--- src/rtl/memwb_pkg.sv ---
// memwb_pkg: shared widths, occupancy encoding and payload layout for the MEM/WB skid stage.
package memwb_pkg;

   localparam int ADDR_W_DEF = 64;
   localparam int DATA_W_DEF = 64;
   localparam int REG_W_DEF  = 5;
   localparam int CNT_W_DEF  = 16;

   typedef enum logic [1:0] {
      OCC_EMPTY = 2'd0,
      OCC_ONE   = 2'd1,
      OCC_TWO   = 2'd2
   } occ_state_t;

   function automatic int max_w(input int a, input int b);
      return (a > b) ? a : b;
   endfunction

   // Layout at default widths; the stage rebuilds it locally for its own parameters.
   typedef struct packed {
      logic [ADDR_W_DEF-1:0]                         mem_address;
      logic [DATA_W_DEF-1:0]                         mem_data;
      logic [REG_W_DEF-1:0]                          write_reg;
      logic                                          regwrite;
      logic                                          mem2reg;
      logic [max_w(ADDR_W_DEF, DATA_W_DEF)-1:0]      wb_data;
   } memwb_payload_t;

endpackage

--- src/rtl/skid_buffer.sv ---
// skid_buffer: generic 2-entry valid/ready buffer with registered in_ready and synchronous flush.
module skid_buffer
   import memwb_pkg::*;
#(
   parameter int W = 8
) (
   input  logic         clk,
   input  logic         rst,
   input  logic         flush,
   input  logic         in_valid,
   output logic         in_ready,
   input  logic [W-1:0] in_data,
   output logic         out_valid,
   input  logic         out_ready,
   output logic [W-1:0] out_data,
   output logic [1:0]   occupancy
);

   occ_state_t   state_q, state_d;
   logic [W-1:0] main_q, main_d, skid_q, skid_d;
   logic         in_ready_q, in_ready_d, out_valid_q, out_valid_d;
   logic         accept, pop;

   assign accept = in_valid & in_ready_q;
   assign pop    = out_valid_q & out_ready;

   always_comb begin
      state_d = state_q;
      main_d  = main_q;
      skid_d  = skid_q;
      unique case (state_q)
         OCC_EMPTY: begin
            state_d = accept ? OCC_ONE : OCC_EMPTY;
            main_d  = accept ? in_data : main_q;
         end
         OCC_ONE: begin
            state_d = (accept & !pop) ? OCC_TWO : (pop & !accept) ? OCC_EMPTY : OCC_ONE;
            main_d  = (accept & pop) ? in_data : main_q;
            skid_d  = (accept & !pop) ? in_data : skid_q;
         end
         OCC_TWO: begin
            state_d = pop ? OCC_ONE : OCC_TWO;
            main_d  = pop ? skid_q : main_q;
         end
         default: state_d = OCC_EMPTY;
      endcase
      // Flush empties the buffer but leaves payload registers stale.
      if (flush) begin
         state_d = OCC_EMPTY;
         main_d  = main_q;
         skid_d  = skid_q;
      end
      in_ready_d  = (state_d != OCC_TWO);
      out_valid_d = (state_d != OCC_EMPTY);
   end

   always_ff @(posedge clk or posedge rst) begin
      if (rst) begin
         state_q     <= OCC_EMPTY;
         main_q      <= '0;
         skid_q      <= '0;
         in_ready_q  <= 1'b1;
         out_valid_q <= 1'b0;
      end else begin
         state_q     <= state_d;
         main_q      <= main_d;
         skid_q      <= skid_d;
         in_ready_q  <= in_ready_d;
         out_valid_q <= out_valid_d;
      end
   end

   assign in_ready  = in_ready_q;
   assign out_valid = out_valid_q;
   assign out_data  = main_q;
   assign occupancy = state_q;

endmodule

--- src/rtl/memwb_skid_stage.sv ---
// memwb_skid_stage: MEM/WB pipeline stage with valid/ready handshake, 2-entry skid buffer,
// precomputed writeback data, flush and a saturating bubble counter.
module memwb_skid_stage
   import memwb_pkg::*;
#(
   parameter int ADDR_W = ADDR_W_DEF,
   parameter int DATA_W = DATA_W_DEF,
   parameter int REG_W  = REG_W_DEF,
   parameter int CNT_W  = CNT_W_DEF,
   localparam int WB_W  = max_w(ADDR_W, DATA_W)
) (
   input  logic              CLOCK,
   input  logic              RESET,
   input  logic              in_valid,
   output logic              in_ready,
   input  logic [ADDR_W-1:0] mem_address_in,
   input  logic [DATA_W-1:0] mem_data_in,
   input  logic [REG_W-1:0]  write_reg_in,
   input  logic              regwrite_in,
   input  logic              mem2reg_in,
   input  logic              flush,
   output logic              out_valid,
   input  logic              out_ready,
   output logic [ADDR_W-1:0] mem_address_out,
   output logic [DATA_W-1:0] mem_data_out,
   output logic [REG_W-1:0]  write_reg_out,
   output logic              regwrite_out,
   output logic              mem2reg_out,
   output logic [WB_W-1:0]   wb_data_out,
   output logic [1:0]        occupancy,
   output logic [CNT_W-1:0]  bubble_count
);

   typedef struct packed {
      logic [ADDR_W-1:0] mem_address;
      logic [DATA_W-1:0] mem_data;
      logic [REG_W-1:0]  write_reg;
      logic              regwrite;
      logic              mem2reg;
      logic [WB_W-1:0]   wb_data;
   } payload_t;

   payload_t         in_pl, head;
   logic [CNT_W-1:0] bubble_q, bubble_d;

   always_comb begin
      in_pl.mem_address = mem_address_in;
      in_pl.mem_data    = mem_data_in;
      in_pl.write_reg   = write_reg_in;
      in_pl.regwrite    = regwrite_in;
      in_pl.mem2reg     = mem2reg_in;
      in_pl.wb_data     = mem2reg_in ? WB_W'(mem_data_in) : WB_W'(mem_address_in);
   end

   skid_buffer #(.W($bits(payload_t))) u_buf (
      .clk       (CLOCK),
      .rst       (RESET),
      .flush     (flush),
      .in_valid  (in_valid),
      .in_ready  (in_ready),
      .in_data   (in_pl),
      .out_valid (out_valid),
      .out_ready (out_ready),
      .out_data  (head),
      .occupancy (occupancy)
   );

   always_comb begin
      bubble_d = (!out_valid && bubble_q != '1) ? bubble_q + CNT_W'(1) : bubble_q;
   end

   always_ff @(posedge CLOCK or posedge RESET) begin
      if (RESET) bubble_q <= '0;
      else bubble_q <= bubble_d;
   end

   // Bubbles must never write the register file.
   assign regwrite_out    = head.regwrite & out_valid;
   assign mem_address_out = head.mem_address;
   assign mem_data_out    = head.mem_data;
   assign write_reg_out   = head.write_reg;
   assign mem2reg_out     = head.mem2reg;
   assign wb_data_out     = head.wb_data;
   assign bubble_count    = bubble_q;

endmodule

--- config.mk ---
export PLATFORM = sky130hd
export DESIGN_NAME = memwb_skid_stage
export DESIGN_NICKNAME = d
export VERILOG_FILES = /design/src/rtl/memwb_pkg.sv /design/src/rtl/skid_buffer.sv /design/src/rtl/memwb_skid_stage.sv
export SDC_FILE = /design/constraint.sdc
export NUM_CORES = 1
export LEC_CHECK = 0
export CELL_PAD_IN_SITES_DETAIL_PLACEMENT = 0
export CELL_PAD_IN_SITES_GLOBAL_PLACEMENT = 1
export CORE_MARGIN = 5
export CORE_UTILIZATION = 43
export DETAILED_ROUTE_END_ITERATION = 7
export PLACE_DENSITY_LB_ADDON = 0.1
export REMOVE_ABC_BUFFERS = 1
export SLEW_MARGIN = 0
export SYNTH_ARGS = -nofsm -noshare
export SYNTH_HDL_FRONTEND = slang
export SYNTH_HIERARCHICAL = 1
export SYNTH_SLANG_ARGS = --single-unit
--- constraint.sdc ---
create_clock -name CLOCK -period 17 [get_ports CLOCK]
set_input_delay 3.4 -clock CLOCK [delete_from_list [all_inputs] [get_ports CLOCK]]
set_output_delay 3.4 -clock CLOCK [all_outputs]
set_load 0.01 [all_outputs]
==> metrics.yaml <==
cells_and_area:
  finalNetCount: 1718
  fill_cells: 3685
  drive_gt1_share_pct: 35.7
  layout.cells.non_filler: 2206
  syn2layout_area_growth_pct: 28.3
  fin_util_pct: 55.4
  design_area_um2: 24400
setup_path:
  crit_required_ns: 17.54
  cp_data_arrival_time_ns: 6.49
  crit_fanout: 131
  ff2ff_setup_slack_ns: 13.75
  crit_path_end_kind: "asynchronous set/reset pin"
  worst_path_max_delay_cell: "buf_4"
  cp_slowest_stage_delay_ns: 0.89
  path_cells: "clkdlybuf4s50_1 -> inv_8 -> buf_4 -> buf_4"
  cp_num_buf_inv: 4
  cp-start-kind: "input pin"
  cpMostUsedCell: "buf_4"
  cpLargestDelayFamily: "buffers and inverters"
  worstSetupPathType: "input pin to asynchronous set/reset pin"
clock_tree:
  cts_hold_buf: 0
  ctsResizeCount: 0
  cts_tree: "done"
  clk_pin_slew_worst_paths_ns: 0.06
  cts_sinks: 418
  h-tree-depth: 2
  cts-root-buf: "clkbuf_16"
  cts_buffers: 47
  clockBufferDepth: 3
  postCtsSetupBuffers: 0
  clk_latency_ns: 0.57
timing:
  min_period_ns: 5.95
  finalHoldViolCount: 0
  timing.final.crit_share_pct: 35.0
  relSlewSlack_pct: 33.3
  setup_slack_ns: 11.05
  slew_violations: 0
  setup_violations: 0
  worst_pin_slew_ns: 1.00
  clock_skew_ns: 0.0118
  max_freq_mhz: 168
  rsz0062_at_grt: "no"
synth:
  synth.area.top_cells: "dfrtp_1, mux2_2, mux2_1"
  synth_top_flop_cell: "dfrtp_1"
  synth_top_area_share_pct: 54.8
  synth_largest_area_cell: "dfrtp_1"
  avgSynthCellArea_um2: 15.5
  synth-edff-count: 0
  synth_common_cells: "mux2_2, dfrtp_1, mux2_1, buf_2, buf_4"
  synth_area_um2: 19000
  yosysMostFrequentCell: "mux2_2"
  yosysUniqueCellTypes: 39
  yosys_register_bits: 418
  yosys_warnings: 6
  ys_async_sr_fraction_pct: 100
  postSynthCellCount: 1231
  yosysSeqAreaShare_pct: 55.0
power_and_ir_drop:
  p_per_area_nw_per_um2: 149
  clkPwrFrac_pct: 26.6
  comb_power_share_pct: 29.3
  switching_power_uw: 1000
  ir_drop_mv: 0.0908
  intPower_mw: 2.64
  power_mw: 3.64
  p_leak_nw: 10.1
  p_sw_share_pct: 27.5
  power_frac_seq_pct: 44.1
floorplan:
  chipHeight_um: 220
  die_area_um2: 48600
  core_area_um2: 44000
  pin_count: 359
  start_util_pct: 43.2
  die_w_um: 220
  num_rows: 77
run:
  max_cap_violations: 0
routing:
  drc: 0
  routed_wl_mm: 44.6
  wl_per_cell_um: 20.2
  drt_iter0_markers: 458
  ant_nets: 0
  vias_per_cell: 5.05
  dr.pass1.iters: 4
  detailroute.via_count: 11135
grt:
  grtUsageTotal_pct: 18.1
  overflow: 0
  grt_first_pass_wirelength_mm: 69.6
  grt_max_degree: 148
  antenna_found_initial: 5
  first_global_vias: 12008
worst_hold_path:
  holdCritPathClass: "flip-flop to flip-flop"
placed_design:
  placedCellCount: 2120
  gp_congestion: 0.778
  place_area_um2: 22900
  dp_hpwl_mm: 28.9
  dpl_worst_slack_ns: 10.31
  io_buffers: 358
status:
  status: "finished, final reports clean"
[kinds of logic after synthesis]
family	synth area share (%)
compound gates	0.756
flops	55.0
xor+xnor	0.506
mux	39.2
fa+ha+maj	0.0657
simple gates	1.49
buf+inv	3.04
[flip-flops by register name, summed over array words and instances, names as in the netlist]
name             count
u_buf/in_ready       1
u_buf/skid_q       199
u_buf/out_data     199
u_buf/out_valid      1
bubble_count        16
u_buf/occupancy      2
[metal layers]
metal  vias to the layer above  global-route usage (%)  part of all wire, %
met5                         -                       0                0.083
met1                      5663                    23.5                   42
li1                       5173                       -                    -
met2                       232                    28.9                   48
met4                         6                    4.95                  1.7
met3                        61                    6.46                  8.2
[worst register-to-register path: cells and delay by family, from the launching register on]
kind | cells | cell delay [ns]
multiplexers | 2 | 0.74
buffers and inverters | 2 | 1.42
flip-flops | 1 | 0.47
AND/OR/NAND/NOR | 1 | 0.53
[power groups by stage]
stage	Clock (mW)	Sequential, mW	Combinational [mW]
3_5_place_dp	0	1.62	1.08
4_1_cts	1.00	1.61	1.09
5_1_grt	1.04	1.66	1.15
3_3_place_gp	0	1.61	1.07
6_report	0.968	1.60	1.07
2_1_floorplan	0	1.65	0.498
[worst paths after layout]
path | from | to | cells past startpoint
min in group asynchronous | RESET | bubble_count[6]$_DFFE_PP0P_ | 2
worst min register to register | u_buf/skid_q[34]$_DFFE_PP0P_ | u_buf/skid_q[34]$_DFFE_PP0P_ | 1
worst max-delay path | RESET | u_buf/out_data[187]$_DFFE_PP0P_ | 4
worst max register to register | u_buf/occupancy[0]$_DFF_PP0_ | u_buf/out_data[94]$_DFFE_PP0P_ | 5
worst min-delay path | u_buf/skid_q[34]$_DFFE_PP0P_ | u_buf/skid_q[34]$_DFFE_PP0P_ | 1
max in group CLOCK | flush | u_buf/out_data[197]$_DFFE_PP0P_ | 6
[area by class of cell]
class | instances | area, um2 | area share [%]
antenna | 2 | 5.00 | 0.0205
clock inverter | 9 | 45.0 | 0.185
multi-input combinational | 737 | 8010 | 32.8
clock buffer | 75 | 1430 | 5.87
timing repair buffer | 370 | 3700 | 15.1
inverter | 3 | 18.8 | 0.0769
sequential | 418 | 10500 | 42.9
tap | 592 | 741 | 3.03
[placed cells by master, fill, tap and decap left out, drive strengths merged, types with 3 or more instances in the layout]
| cell type | netlist | routed |
|---|---|---|
| mux2 | 662 | 662 |
| dfrtp | 417 | 417 |
| clkdlybuf4s50 | 0 | 357 |
| clkbuf | 0 | 75 |
| buf | 73 | 13 |
| xnor2 | 10 | 10 |
| nand2 | 9 | 9 |
| clkinv | 0 | 9 |
| nand4 | 6 | 6 |
| nor2 | 6 | 6 |
| nand3 | 6 | 6 |
| a21oi | 5 | 5 |
| a21o | 4 | 4 |
| nor3 | 4 | 4 |
| nand3b | 3 | 3 |
| o21a | 3 | 3 |
| inv | 3 | 3 |
| and4 | 3 | 3 |
[through the flow]
stage | hold slack [ns] | TNS [ns]
floorplan | 0.451 | -353.93
global placement | 0.460 | 0
detailed placement | 0.469 | 0
CTS | 0.482 | 0
global route | 0.495 | 0
finish | 0.478 | 0
Power figures use the tool's default switching activity.
